$ cat src/rtl/fifo_stream_reader.sv
// fifo_stream_reader: adapts a 1-cycle-latency sync FIFO read port to a valid/ready stream via a 2-entry buffer.
// Optional FIFO_RD_CNT_EN adds the rd_count port counting delivered words.
module fifo_stream_reader #(
    parameter int DATA_WIDTH = 8
) (
    input  logic                  clk,
    input  logic                  rst,
    input  logic                  fifo_empty,
    input  logic [DATA_WIDTH-1:0] fifo_dout,
    output logic                  fifo_rd_en,
    output logic                  m_valid,
    input  logic                  m_ready,
    output logic [DATA_WIDTH-1:0] m_data
`ifdef FIFO_RD_CNT_EN
    ,
    output logic [15:0]           rd_count
`endif
);
    typedef enum logic [1:0] {EMPTY = 2'd0, ONE = 2'd1, TWO = 2'd2} occ_t;
    occ_t occ, occ_n;
    logic inflight, pop;
    logic [2:0] level;
    logic [DATA_WIDTH-1:0] head, tail, head_n, tail_n;
    assign m_valid = (occ != EMPTY);
    assign m_data  = head;
    always_comb begin
        pop        = m_valid && m_ready;
        level      = 3'(occ) + 3'(inflight) - 3'(pop);
        fifo_rd_en = !rst && !fifo_empty && (level < 3'd2);
        occ_n      = (level == 3'd0) ? EMPTY : (level == 3'd1) ? ONE : TWO;
        head_n     = pop ? tail : head;
        tail_n     = tail;
        // the returning word lands in the first slot left free after any pop
        if (inflight) begin
            if (level == 3'd1) head_n = fifo_dout;
            else tail_n = fifo_dout;
        end
    end
    always_ff @(posedge clk or posedge rst) begin
        if (rst) begin
            occ      <= EMPTY;
            inflight <= 1'b0;
            head     <= '0;
            tail     <= '0;
        end else begin
            occ      <= occ_n;
            inflight <= fifo_rd_en;
            head     <= head_n;
            tail     <= tail_n;
        end
    end
`ifdef FIFO_RD_CNT_EN
    always_ff @(posedge clk or posedge rst) begin
        if (rst) rd_count <= '0;
        else if (pop) rd_count <= rd_count + 16'd1;
    end
`endif
endmodule
$ cat config.mk
export PLATFORM = sky130hd
export DESIGN_NAME = fifo_stream_reader
export DESIGN_NICKNAME = d
export VERILOG_FILES = /design/src/rtl/fifo_stream_reader.sv
export SDC_FILE = /design/constraint.sdc
export NUM_CORES = 1
export LEC_CHECK = 0
export BUFFER_PORTS_ARGS = -buffer_cell sky130_fd_sc_hd__buf_2
export CAP_MARGIN = 30
export CORE_AREA = 4 4 56 58
export DETAILED_ROUTE_END_ITERATION = 8
export DIE_AREA = 0 0 60 62
export PLACE_DENSITY = 0.66
export SLEW_MARGIN = 20
export SYNTH_ARGS = -nofsm -noshare
export SYNTH_HDL_FRONTEND = slang
export SYNTH_SLANG_ARGS = --single-unit
$ cat constraint.sdc
create_clock -name clk -period 4 [get_ports clk]
set_input_delay 0.2 -clock clk [delete_from_list [all_inputs] [get_ports clk]]
set_output_delay 0.2 -clock clk [all_outputs]
set_load 0.03 [all_outputs]
==> results of run 1 <==
==> cells in the mapped netlist <==
library cell,n,area share
dfrtp_1,19,0.53
fa_1,1,0.022
ha_1,2,0.028
inv_1,7,0.029
mux2_2,24,0.30
nor2_1,1,0.0042
nor3_1,1,0.0056
nor4_4,1,0.024
o21ai_1,1,0.0056
o31ai_4,1,0.024
or2_2,2,0.014
xnor2_1,1,0.0098
==> metal layers <==
layer | global-route usage | vias up
li1 | - | 265
met1 | 0.0986 | 274
met2 | 0.174 | 13
met3 | 0.0207 | 2
met4 | 0.0759 | 0
met5 | 0 | -
==> sequential cells by signal (all words and copies together) (netlist names) <==
| name | flops |
|---|---|
| occ | 2 |
| m_data | 8 |
| inflight | 1 |
| tail | 8 |
==> worst max-delay path, cell delays in order, from the launching register on <==
cell	delay, ns
dfrtp_1	0.43
o21ai_1	0.15
buf_4	0.19
inv_1	0.06
ha_1	0.27
inv_1	0.04
ha_1	0.18
fa_1	0.39
xnor2_1	0.23
or2_2	0.34
nor3_1	0.18
buf_2	0.24
==> metrics by stage <==
step	power, uW	setup slack [ns]	hold slack, ns	instance area (um^2)	util
after floorplan	681	0.749	0.151	895	-
after global placement	768	1.11	0.343	1050	0.393
after detailed placement	789	1.02	0.373	1050	0.393
after CTS	888	0.758	0.0375	1070	0.403
after global routing	940	0.663	0.0456	1070	0.403
final	871	0.799	0.0191	1070	0.403
==> kinds of logic after synthesis <==
group,Yosys count,share of synthesized area
AO/OA/AOI/OAI,2,0.0294
AND/OR/NAND/NOR,5,0.0475
XOR/XNOR,1,0.00979
adder cells (fa/ha/maj),3,0.0503
multiplexers,24,0.302
buffers and inverters,7,0.0294
flip-flops,19,0.531
==> area by class of cell <==
cell class,instances,share of cell area
clock inverter,1,0.00466
timing repair buffer,22,0.105
inverter,7,0.0245
sequential,19,0.443
clock buffer,3,0.0210
tap,31,0.0361
multi-input combinational,35,0.366
==> report_power, final <==
part	switching, uW	internal, uW
Combinational	248	201
Clock	57.7	37.2
Sequential	43.6	284
Total	349	522
==> worst paths after layout <==
kind	slack, ns	to	from
min in group clk	0.07	inflight$_DFF_PP0_	fifo_empty
max in group asynchronous	3.53	tail[2]$_DFFE_PP0P_	rst
min reg2reg	0.51	tail[5]$_DFFE_PP0P_	tail[5]$_DFFE_PP0P_
max reg2reg	1.04	m_data[2]$_DFF_PP0_	occ[1]$_DFF_PP0_
max	0.80	fifo_rd_en	occ[1]$_DFF_PP0_
min	0.02	tail[5]$_DFFE_PP0P_	rst
==> reports/results.tsv, run 1 <==
metric	value	unit
die_y	62	um
synth_nets	76	
syn_inst	61	
clk_pin_slew	0.11	ns
core	0.00266	mm^2
grt_max_degree	20	
top_layer	met4	
synth-seq-area-share	0.531	
grt_setup_unrepaired	no	
r2r_cells	9	
dr_wl_met2	835	um
synth_area_per_cell	14.7	um^2
dieArea	0.00372	mm^2
groute.usage.overall	0.0974	
setup_viol	0	
viasPerCell	4.69	
timing.final.crit_share	0.800	
peakVddDrop	0.400	mV
io_buffers	21	
slew_violations	0	
grt_pass1_wl	2550	um
met1_length	628	um
final_cell_mix	mux2_2, buf_2, dfrtp_1, inv_1, clkbuf_4	
pin_count	22	
row_count	19	
cts_root_buffer	clkbuf_4	
clock_skew	0.00510	ns
die_w	60	um
grt_pass1_vias	613	
hold_buffers	0	
clock_path_buffers	2	
final.setup.tns	0	ns
nNetsFinal	103	
wl	1600	um
route.met3.wl	109	um
fillers	282	
final-hold-violation-count	0	
critical_path_class	reg2out	
route.detailed.drc	0	
worstPathMaxFanout	9	
hp-class	in2async	
power_density	812	mW/mm^2
htreeDepth	1	
numClockSinks	19	
run_status	finished, final reports clean	
timing.slew.headroom	0.517	
multiInputGateArea	393	um^2
leakagePower	0.000513	uW
fmax	0.312	GHz
antenna_found_initial	0	
cp_data_required_time	3.80	ns
crit_path_start_kind	register	
antenna_left	0	
cp.arrival	3.00	ns
avgRoutedWirePerCell	13.5	um
drt_iter0_markers	11	
final_common_cell	mux2_2	
netlist_area	895	um^2
dp.cells	114	
cts_tree	built	
yosysWarnings	0	
cts-resized-gates	0	
cp-end-kind	primary output	
grt_overflow	0	
cts_buffers	3	
vias	554	
synthDistinctLibCells	12	
max_cap_violations	0	
clk_latency	0.29	ns
syn2layout_area_growth	20.0	%
antennaDiodeCount	0	
timing.final.crit_period	3.20	ns
tightestPinTransition	0.724	ns
start_util	0.336	
instances_no_fill	118	
post_cts_buffers	0	
gp_congestion	0.696	
ys_ff_latch	19	
seqCellArea	475	um^2
drive_gt1_frac	0.621	
firstDrtPassIters	2	
Note: power is estimated with default switching activity, not from simulation.
==> run 2: changes to the inputs <==
==> constraint.sdc (replaced) <==
create_clock -name clk -period 2.95 [get_ports clk]
set_input_delay 0.1475 -clock clk [delete_from_list [all_inputs] [get_ports clk]]
set_output_delay 0.1475 -clock clk [all_outputs]
set_load 0.03 [all_outputs]
==> run 2 against run 1 <==
Via count stayed put; critical path depth is 1 lower; non-clock buffer count is 4 higher; first-iteration DRC count is 91% lower; sequential power is 35% higher; power is 44% higher; sequential share of layout area is 2.8 points lower; die area stayed put; clock power is 35% higher; worst hold slack better by 0.079 ns; core utilization is 2.7 points higher; critical path type unchanged; largest cell class unchanged.
==> reports/results.tsv, run 2 (synthesized netlist as in run 1, its figures left out) <==
metric	value	unit	change
run_status	finished, final reports clean		
max_cap_violations	0		unchanged
antennaDiodeCount	0		unchanged
holdWs	0.0979	ns	+0.0787 ns
route.detailed.drc	0		unchanged
firstDrtPassIters	3		+1
syn2layout_area_growth	28.1	%	
die_y	62	um	unchanged
path_cells	o21ai_2 -> inv_1 -> ha_1 -> inv_1 -> ha_1 -> fa_2 -> xnor2_4 -> or2_2 -> nor3_4 -> buf_4		
final_common_cell	mux2_2		
pin_count	22		unchanged
timing.final.crit_period	2.81	ns	
clk_pin_slew	0.10	ns	about the same
tightestPinTransition	0.698	ns	-0.0261 ns
gp_congestion	0.704		+1.1%
cp_slowest_cell	dfrtp_1		
fillers	278		-1.4%
drive_gt1_frac	0.648		+0.0277
cp-end-kind	primary output		
power_density	1090	mW/mm^2	+35%
hp-class	in2reg		
grt_pass1_vias	614		+0.16%
timing.final.crit_share	0.951		
fmax	0.356	GHz	
core	0.00266	mm^2	unchanged
vias	554		unchanged
clock_path_buffers	2		unchanged
cts_root_buffer	clkbuf_4		
final-hold-violation-count	0		unchanged
regToRegSetupSlack	0.29	ns	-0.75 ns
antenna_left	0		unchanged
numClockSinks	19		unchanged
nNetsFinal	107		+3.9%
fin_util	0.430		+0.0273
timing.slew.headroom	0.534		+0.0174
drt_iter0_markers	1		-10
path_delay_family	adder cells		
cpPeakStageDelay	0.42	ns	about the same
start_util	0.336		unchanged
antenna_found_initial	0		unchanged
cp.arrival	2.66	ns	-0.34 ns
setup_viol	0		unchanged
final_cell_mix	mux2_2, buf_2, dfrtp_1, inv_1, buf_4		
clk_latency	0.29	ns	about the same
row_count	19		unchanged
htreeDepth	1		unchanged
io_buffers	21		unchanged
worstPathMaxFanout	3		-6
hpwl	1210	um	
critical_path_class	reg2out		
leakagePower	0.000540	uW	+5.2%
avgRoutedWirePerCell	13.6	um	+0.66%
die_w	60	um	unchanged
grt_overflow	0		unchanged
wl	1660	um	+4.1%
crit_buf_inv	3		-1
cts_tree	built		
viasPerCell	4.54		-3.3%
grt_max_degree	20		unchanged
cp_data_required_time	2.80	ns	-1.00 ns
dieArea	0.00372	mm^2	unchanged
grt_pass1_wl	2900	um	+14%
clock_skew	0.00470	ns	-0.000408 ns
crit_path_start_kind	register		
peakVddDrop	0.591	mV	+48%
cts_buffers	3		unchanged
groute.usage.overall	0.106		+0.00893
slew_violations	0		unchanged
==> run 2: routing by layer <==
layer	share of wire	global-route usage	wire length, um	up-vias
li1	-	-	-	271
met1	0.44	0.143	734	269
met2	0.50	0.162	827	12
met3	0.052	0.0269	87	2
met4	0.0072	0.0475	12	0
met5	0	0	0	-
==> run 2: what timing repair did <==
action / 4_1_cts / 5_1_grt
resized for setup: 2 / 4
hold buffers: 2 / 0
setup endpoints to repair: 1 / 1
hold endpoints to repair: 20 / 0
setup buffers: 1 / 0
gates cloned: 0 / 0
==> run 2: layout make-up <==
class | count | area [um^2] | share of cell area
sequential | 19 | 475 | 0.415
clock buffer | 4 | 26.3 | 0.0229
tap | 31 | 38.8 | 0.0338
multi-input combinational | 35 | 429 | 0.374
inverter | 7 | 26.3 | 0.0229
timing repair buffer | 26 | 150 | 0.131
==> run 2: worst paths after layout <==
path	cells after the start	start	to
setup reg to reg	10	occ[0]$_DFF_PP0_	m_data[4]$_DFF_PP0_
hold / removal	2	fifo_dout[3]	tail[3]$_DFFE_PP0P_
max in group asynchronous	3	rst	m_data[0]$_DFF_PP0_
hold reg to reg	1	tail[6]$_DFFE_PP0P_	tail[6]$_DFFE_PP0P_
min in group asynchronous	3	rst	occ[1]$_DFF_PP0_
setup / recovery	10	occ[0]$_DFF_PP0_	fifo_rd_en
==> run 2: worst register-to-register path: stages, from the launching register on <==
cell	delay [ns]
dfrtp_1	0.42
o21ai_2	0.14
inv_1	0.06
ha_1	0.27
inv_1	0.04
ha_1	0.18
fa_2	0.40
xnor2_4	0.19
nor4_4	0.29
buf_4	0.22
mux2_2	0.34
==> run 2: metrics by stage <==
stage | power, uW | area (um^2) | std cells | TNS (ns) | setup WS (ns)
global placement | 1050 | 1060 | 115 | 0 | 0.268
global route | 1360 | 1150 | 122 | -0.0216 | -0.0216
detailed placement | 1070 | 1060 | 115 | 0 | 0.179
finish | 1250 | 1150 | 122 | 0 | 0.144
floorplan | 926 | 900 | 61 | 0 | 0.00124
CTS | 1230 | 1120 | 122 | 0 | 0.0361
==> run 2: power by group <==
part	switching (uW)	total, uW	internal [uW]
clock	75.2	128	52.5
combinational	366	680	314
sequential	57.9	444	386
